**src/rtl/mips_run_ctrl.sv**
```systemverilog
// Run controller for the pipelined MIPS core: sequences core reset and run enable,
// counts run cycles and retired instructions, and stops on halt, PC self-loop or timeout.
module mips_run_ctrl #(
    parameter int RESET_CYCLES = 1,
    parameter int MAX_CYCLES   = 10,
    parameter int IDLE_LIMIT   = 4,
    parameter int PC_WIDTH     = 32,
    parameter int CNT_WIDTH    = 16
) (
    input  logic                 clk,
    input  logic                 reset,
    input  logic                 start,
    input  logic [PC_WIDTH-1:0]  pc,
    input  logic                 instr_retired,
    input  logic                 halt_req,
    output logic                 core_reset,
    output logic                 core_run,
    output logic                 busy,
    output logic                 done,
    output logic [1:0]           done_cause,
    output logic [CNT_WIDTH-1:0] cycle_count,
    output logic [CNT_WIDTH-1:0] retired_count
);

    localparam int HW = $clog2(RESET_CYCLES + 1);
    localparam logic [HW-1:0]        HOLD_LAST = HW'(RESET_CYCLES - 1);
    localparam logic [CNT_WIDTH-1:0] CNT_MAX   = {CNT_WIDTH{1'b1}};

    typedef enum logic [1:0] {
        ST_IDLE = 2'd0,
        ST_HOLD = 2'd1,
        ST_RUN  = 2'd2,
        ST_DONE = 2'd3
    } state_t;

    state_t                state_r, state_s;
    logic [HW-1:0]         hold_cnt_r;
    logic [CNT_WIDTH-1:0]  same_cnt_r;
    logic [PC_WIDTH-1:0]   pc_prev_r;
    logic                  prev_valid_r;

    logic [CNT_WIDTH-1:0]  cyc_inc_s, ret_inc_s, same_inc_s;
    logic                  idle_fire_s, tout_fire_s;
    logic [1:0]            fire_cause_s;

    function automatic logic [CNT_WIDTH-1:0] sat_inc(input logic [CNT_WIDTH-1:0] v);
        if (v == CNT_MAX) begin
            return v;
        end else begin
            return v + CNT_WIDTH'(1);
        end
    endfunction

    // Candidate counter values and termination conditions for the current RUN cycle
    always_comb begin
        cyc_inc_s  = sat_inc(cycle_count);
        ret_inc_s  = instr_retired ? sat_inc(retired_count) : retired_count;
        same_inc_s = (prev_valid_r && (pc == pc_prev_r)) ? sat_inc(same_cnt_r) : {CNT_WIDTH{1'b0}};
        // Zero-extended compare so a budget wider than the counter never matches by truncation
        idle_fire_s = (IDLE_LIMIT != 0) && (32'(same_inc_s) == IDLE_LIMIT);
        tout_fire_s = (MAX_CYCLES != 0) && (32'(cyc_inc_s) == MAX_CYCLES);
        if (halt_req) begin
            fire_cause_s = 2'd1;
        end else if (idle_fire_s) begin
            fire_cause_s = 2'd2;
        end else if (tout_fire_s) begin
            fire_cause_s = 2'd3;
        end else begin
            fire_cause_s = 2'd0;
        end
    end

    // Next-state logic
    always_comb begin
        state_s = state_r;
        case (state_r)
            ST_IDLE, ST_DONE: begin
                if (start) begin
                    state_s = ST_HOLD;
                end else begin
                    state_s = state_r;
                end
            end
            ST_HOLD: begin
                if (hold_cnt_r == HOLD_LAST) begin
                    state_s = ST_RUN;
                end else begin
                    state_s = ST_HOLD;
                end
            end
            ST_RUN: begin
                if (fire_cause_s != 2'd0) begin
                    state_s = ST_DONE;
                end else begin
                    state_s = ST_RUN;
                end
            end
            default: state_s = ST_IDLE;
        endcase
    end

    // State, registered outputs and run bookkeeping
    always_ff @(posedge clk or negedge reset) begin
        if (!reset) begin
            state_r       <= ST_IDLE;
            core_reset    <= 1'b1;
            core_run      <= 1'b0;
            busy          <= 1'b0;
            done          <= 1'b0;
            done_cause    <= 2'd0;
            cycle_count   <= {CNT_WIDTH{1'b0}};
            retired_count <= {CNT_WIDTH{1'b0}};
            hold_cnt_r    <= {HW{1'b0}};
            same_cnt_r    <= {CNT_WIDTH{1'b0}};
            pc_prev_r     <= {PC_WIDTH{1'b0}};
            prev_valid_r  <= 1'b0;
        end else begin
            state_r    <= state_s;
            core_reset <= (state_s == ST_IDLE) || (state_s == ST_HOLD);
            core_run   <= (state_s == ST_RUN);
            busy       <= (state_s == ST_HOLD) || (state_s == ST_RUN);
            done       <= (state_s == ST_DONE);
            case (state_r)
                ST_IDLE, ST_DONE: begin
                    if (start) begin
                        done_cause    <= 2'd0;
                        cycle_count   <= {CNT_WIDTH{1'b0}};
                        retired_count <= {CNT_WIDTH{1'b0}};
                        hold_cnt_r    <= {HW{1'b0}};
                        same_cnt_r    <= {CNT_WIDTH{1'b0}};
                        prev_valid_r  <= 1'b0;
                    end else begin
                        hold_cnt_r    <= hold_cnt_r;
                    end
                end
                ST_HOLD: begin
                    hold_cnt_r <= hold_cnt_r + HW'(1);
                end
                ST_RUN: begin
                    cycle_count   <= cyc_inc_s;
                    retired_count <= ret_inc_s;
                    pc_prev_r     <= pc;
                    prev_valid_r  <= 1'b1;
                    same_cnt_r    <= same_inc_s;
                    if (fire_cause_s != 2'd0) begin
                        done_cause <= fire_cause_s;
                    end else begin
                        done_cause <= done_cause;
                    end
                end
                default: begin
                    hold_cnt_r <= {HW{1'b0}};
                end
            endcase
        end
    end

endmodule

```
**config.mk**
```make
export PLATFORM = sky130hd
export DESIGN_NAME = mips_run_ctrl
export DESIGN_NICKNAME = d
export VERILOG_FILES = /design/src/rtl/mips_run_ctrl.sv
export SDC_FILE = /design/constraint.sdc
export NUM_CORES = 1
export LEC_CHECK = 0
export CORE_MARGIN = 1.5
export CORE_UTILIZATION = 45
export DETAILED_ROUTE_END_ITERATION = 7
export MAX_ROUTING_LAYER = met4
export PLACE_DENSITY_LB_ADDON = 0.08
export SLEW_MARGIN = 20
export SYNTH_ARGS = -nofsm -noshare
export SYNTH_HDL_FRONTEND = slang
export SYNTH_SLANG_ARGS = --single-unit
```
**constraint.sdc**
```tcl
create_clock -name clk -period 3.29 [get_ports clk]
set_input_delay 0.4935 -clock clk [delete_from_list [all_inputs] [get_ports clk]]
set_output_delay 0.4935 -clock clk [all_outputs]
set_load 0.02 [all_outputs]
```
==> summary.txt <==
Cell Area, Synth - 5335 um^2
H-tree Lvls - 3
fmax - 0.3175 GHz
period utilisation layout - 0.9574
Top FF cell, synth - dfrtp_1
Final Cell Area - 6570 um^2
cell accounting for the most synthesized area - dfrtp_1
EDFF count, synth - 0
Area after DPL - 6265 um^2
Worst-Skew Late Latency - 0.35 ns
FP Rows - 39
status - complete, no violations
sequential cell area fraction in the yosys report - 0.4224
max_cap viols - 0
Die Area - 12520 um^2
hold slack - 0.2230 ns
clock slew at reported path FFs - 0.07 ns
register area - 2253 um^2
clk buf depth - 2
DRT iter0 DRCs - 223
PwrDens - 603.6 nW/um^2
Async S/R FF share, synth - 1.000
Synth top area share - 0.4174
Total GRT Usage - 0.2146
RSZ-0062 raised after global routing - false
Worst Path Arrival - 3.38 ns
Via density - 5.746
TritonCTS clock tree - built
crit-path max FO - 6
Core ar. - 11470 um^2
leak pwr - 2.657 nW
Die H - 111.9 um
WL per Instance - 16.10 um
Max Transition Viols Final - 0
synthesized flop and latch total - 90
slew margin rel. - 0.4111
Inserted Diodes - 0
vias in the first global route - 4319
antenna violations before repair - 0
total negative slack - 0 ns
CP startpoint kind - flop
peak supply drop - 0.0004692 V
Netlist cell types - 62
Post-Synth Simple-Gate Area - 0.2174
Initial Utilization - 0.4652
Syn Area/Cell - 9.561 um^2
Multi-input gate area - 2899 um^2
most frequent cells in the layout - dfrtp_1, clkdlybuf4s50_1, nor2_1, nand2_1, mux2_2
CTS Sinks - 90
layout cell share with drive strength beyond 1 - 0.1413
cts hold-fix bufs - 0
cts repair resizes - 0
Top Ports - 75
Vias - 4482
Chip Width - 111.9 um
PortBufs - 74
gr ovfl total - 0
post-synthesis mux area share - 0.08560
final wirelength - 12560 um
Syn Inst Count - 558
Hold Vio Cnt, Final - 0
syn_nets - 602
first-pass GRT wire length - 21230 um
GPL Wtd Cong - 0.8808
fillcell total - 1012
# Post-CTS Setup Buffers - 0
endpoint type of the worst setup path - flop
endpoints failing setup - 0
First-pass DRT Iterations - 5
Final ANT Viol Nets - 0
critical path class - reg2reg
compound-gate portion of the synthesized area - 0.1341
main combinational cell family by area after synthesis - simple AND/OR/NAND/NOR gates
largest net degree at the start of global routing - 64
xor/xnor share of the synthesized area - 0.08865
# DRC - 0
Hold Crit Class - in2async
most common cell after layout, fill and taps aside - dfrtp_1
minimum period implied by the final worst setup slack - 3.150 ns
Syn. warnings - 0
Max Clock Skew - 0.009360 ns
Worst Tran Pin Value - 0.8801 ns
area share of fa/ha/maj cells after synthesis - 0.01642
Worst EP required - 3.52 ns
CTS Buf Count - 9
nets - 676
root buffer cell - clkbuf_16
area delta synth->final - 23.15%
synth top area cells - dfrtp_1, mux2_2, xnor2_1
hpwl dp - 8930 um
-- report_power, final --
group / total [mW] / switching, mW / internal (mW)
sequential: 1.56 / 0.182 / 1.38
combinational: 1.35 / 0.701 / 0.646
clock: 1.06 / 0.448 / 0.611
total: 3.97 / 1.33 / 2.63
-- critical path, stage by stage (launching register included) --
cell	delay [ns]
dfrtp_1	0.43
ha_1	0.27
nand4_4	0.17
or4_1	0.56
nand4_2	0.16
xnor2_1	0.11
nor2_1	0.12
or4b_4	0.50
and3_4	0.20
or3_1	0.34
ha_1	0.18
-- layer usage --
| metal | up-vias | GRT usage | part of all wire |
|---|---|---|---|
| met5 | - | - | 0 |
| met4 | 0 | 0.07342 | 0.015 |
| met3 | 15 | 0.03756 | 0.041 |
| met2 | 104 | 0.3264 | 0.46 |
| met1 | 2168 | 0.2906 | 0.49 |
| li1 | 2195 | - | - |
-- cells by family (layout without fill, tap and decap cells) --
kind of cell,count (synthesis),after routing
multiplexers,41,41
buffers and inverters,44,123
adder cells (fa/ha/maj),7,7
flip-flops,90,90
AO/OA/AOI/OAI,114,114
AND/OR/NAND/NOR,208,208
XOR/XNOR,54,54
-- cell type report --
cell class / instances / share of cell area
Clock inverter: 6 / 0.01009
Timing Repair Buffer: 93 / 0.1341
Sequential cell: 90 / 0.3430
Inverter: 14 / 0.007998
Clock buffer: 10 / 0.03637
Multi-Input combinational cell: 424 / 0.4412
Tap cell: 143 / 0.02723
-- worst paths after layout --
path,depth (start not counted),slack (ns),startpoint,end
min in group clk,1,0.53,pc_prev_r[9],pc_prev_r[9]
min reg2reg,1,0.53,pc_prev_r[9],pc_prev_r[9]
max reg2reg,10,0.14,cycle_count[1],core_run
max,10,0.14,cycle_count[1],core_run
max in group asynchronous,2,2.33,reset,cycle_count[15]
min,1,0.22,reset,cycle_count[10]
-- per-stage QoR --
| stage | setup slack (ns) | utilization | total power, mW | std cells |
|---|---|---|---|---|
| 2_1_floorplan | 0.1945 | - | 2.509 | 558 |
| 3_3_place_gp | 0.1212 | 0.5463 | 2.902 | 764 |
| 3_5_place_dp | -0.09790 | 0.5463 | 2.939 | 764 |
| 4_1_cts | 0.1299 | 0.5729 | 4.020 | 780 |
| 5_1_grt | 0.005282 | 0.5729 | 4.215 | 780 |
| 6_report | 0.1402 | 0.5729 | 3.966 | 780 |
-- synthesized netlist by cell type (3+ instances only) --
| library cell | number |
|---|---|
| dfrtp_1 | 89 |
| buf_4 | 3 |
| xnor2_1 | 29 |
| a22o_1 | 7 |
| and2_1 | 6 |
| nor2_1 | 43 |
| buf_2 | 4 |
| nand4_1 | 24 |
| o21ai_1 | 12 |
| or3_1 | 7 |
| or4_1 | 7 |
| inv_1 | 14 |
| xor2_1 | 25 |
| ha_1 | 7 |
| a21oi_1 | 25 |
| o21ai_0 | 26 |
| mux2i_1 | 4 |
| mux2_2 | 37 |
| clkbuf_1 | 21 |
| o31ai_1 | 6 |
| nor4_1 | 10 |
| and4_1 | 7 |
| nand2_1 | 40 |
| nor3_1 | 10 |
| nor2b_1 | 3 |
| nand3_1 | 25 |
| and3_1 | 8 |
| a31oi_1 | 12 |
| o22a_1 | 5 |
-- sequential cells by signal, summed over array words and instances (netlist names) --
name,count
state_r,2
core_reset,1
cycle_count,16
busy,1
done_cause,2
retired_count,16
core_run,1
hold_cnt_r,1
same_cnt_r,16
done,1
pc_prev_r,32
prev_valid_r,1
Note: power is estimated with default switching activity, not from simulation.
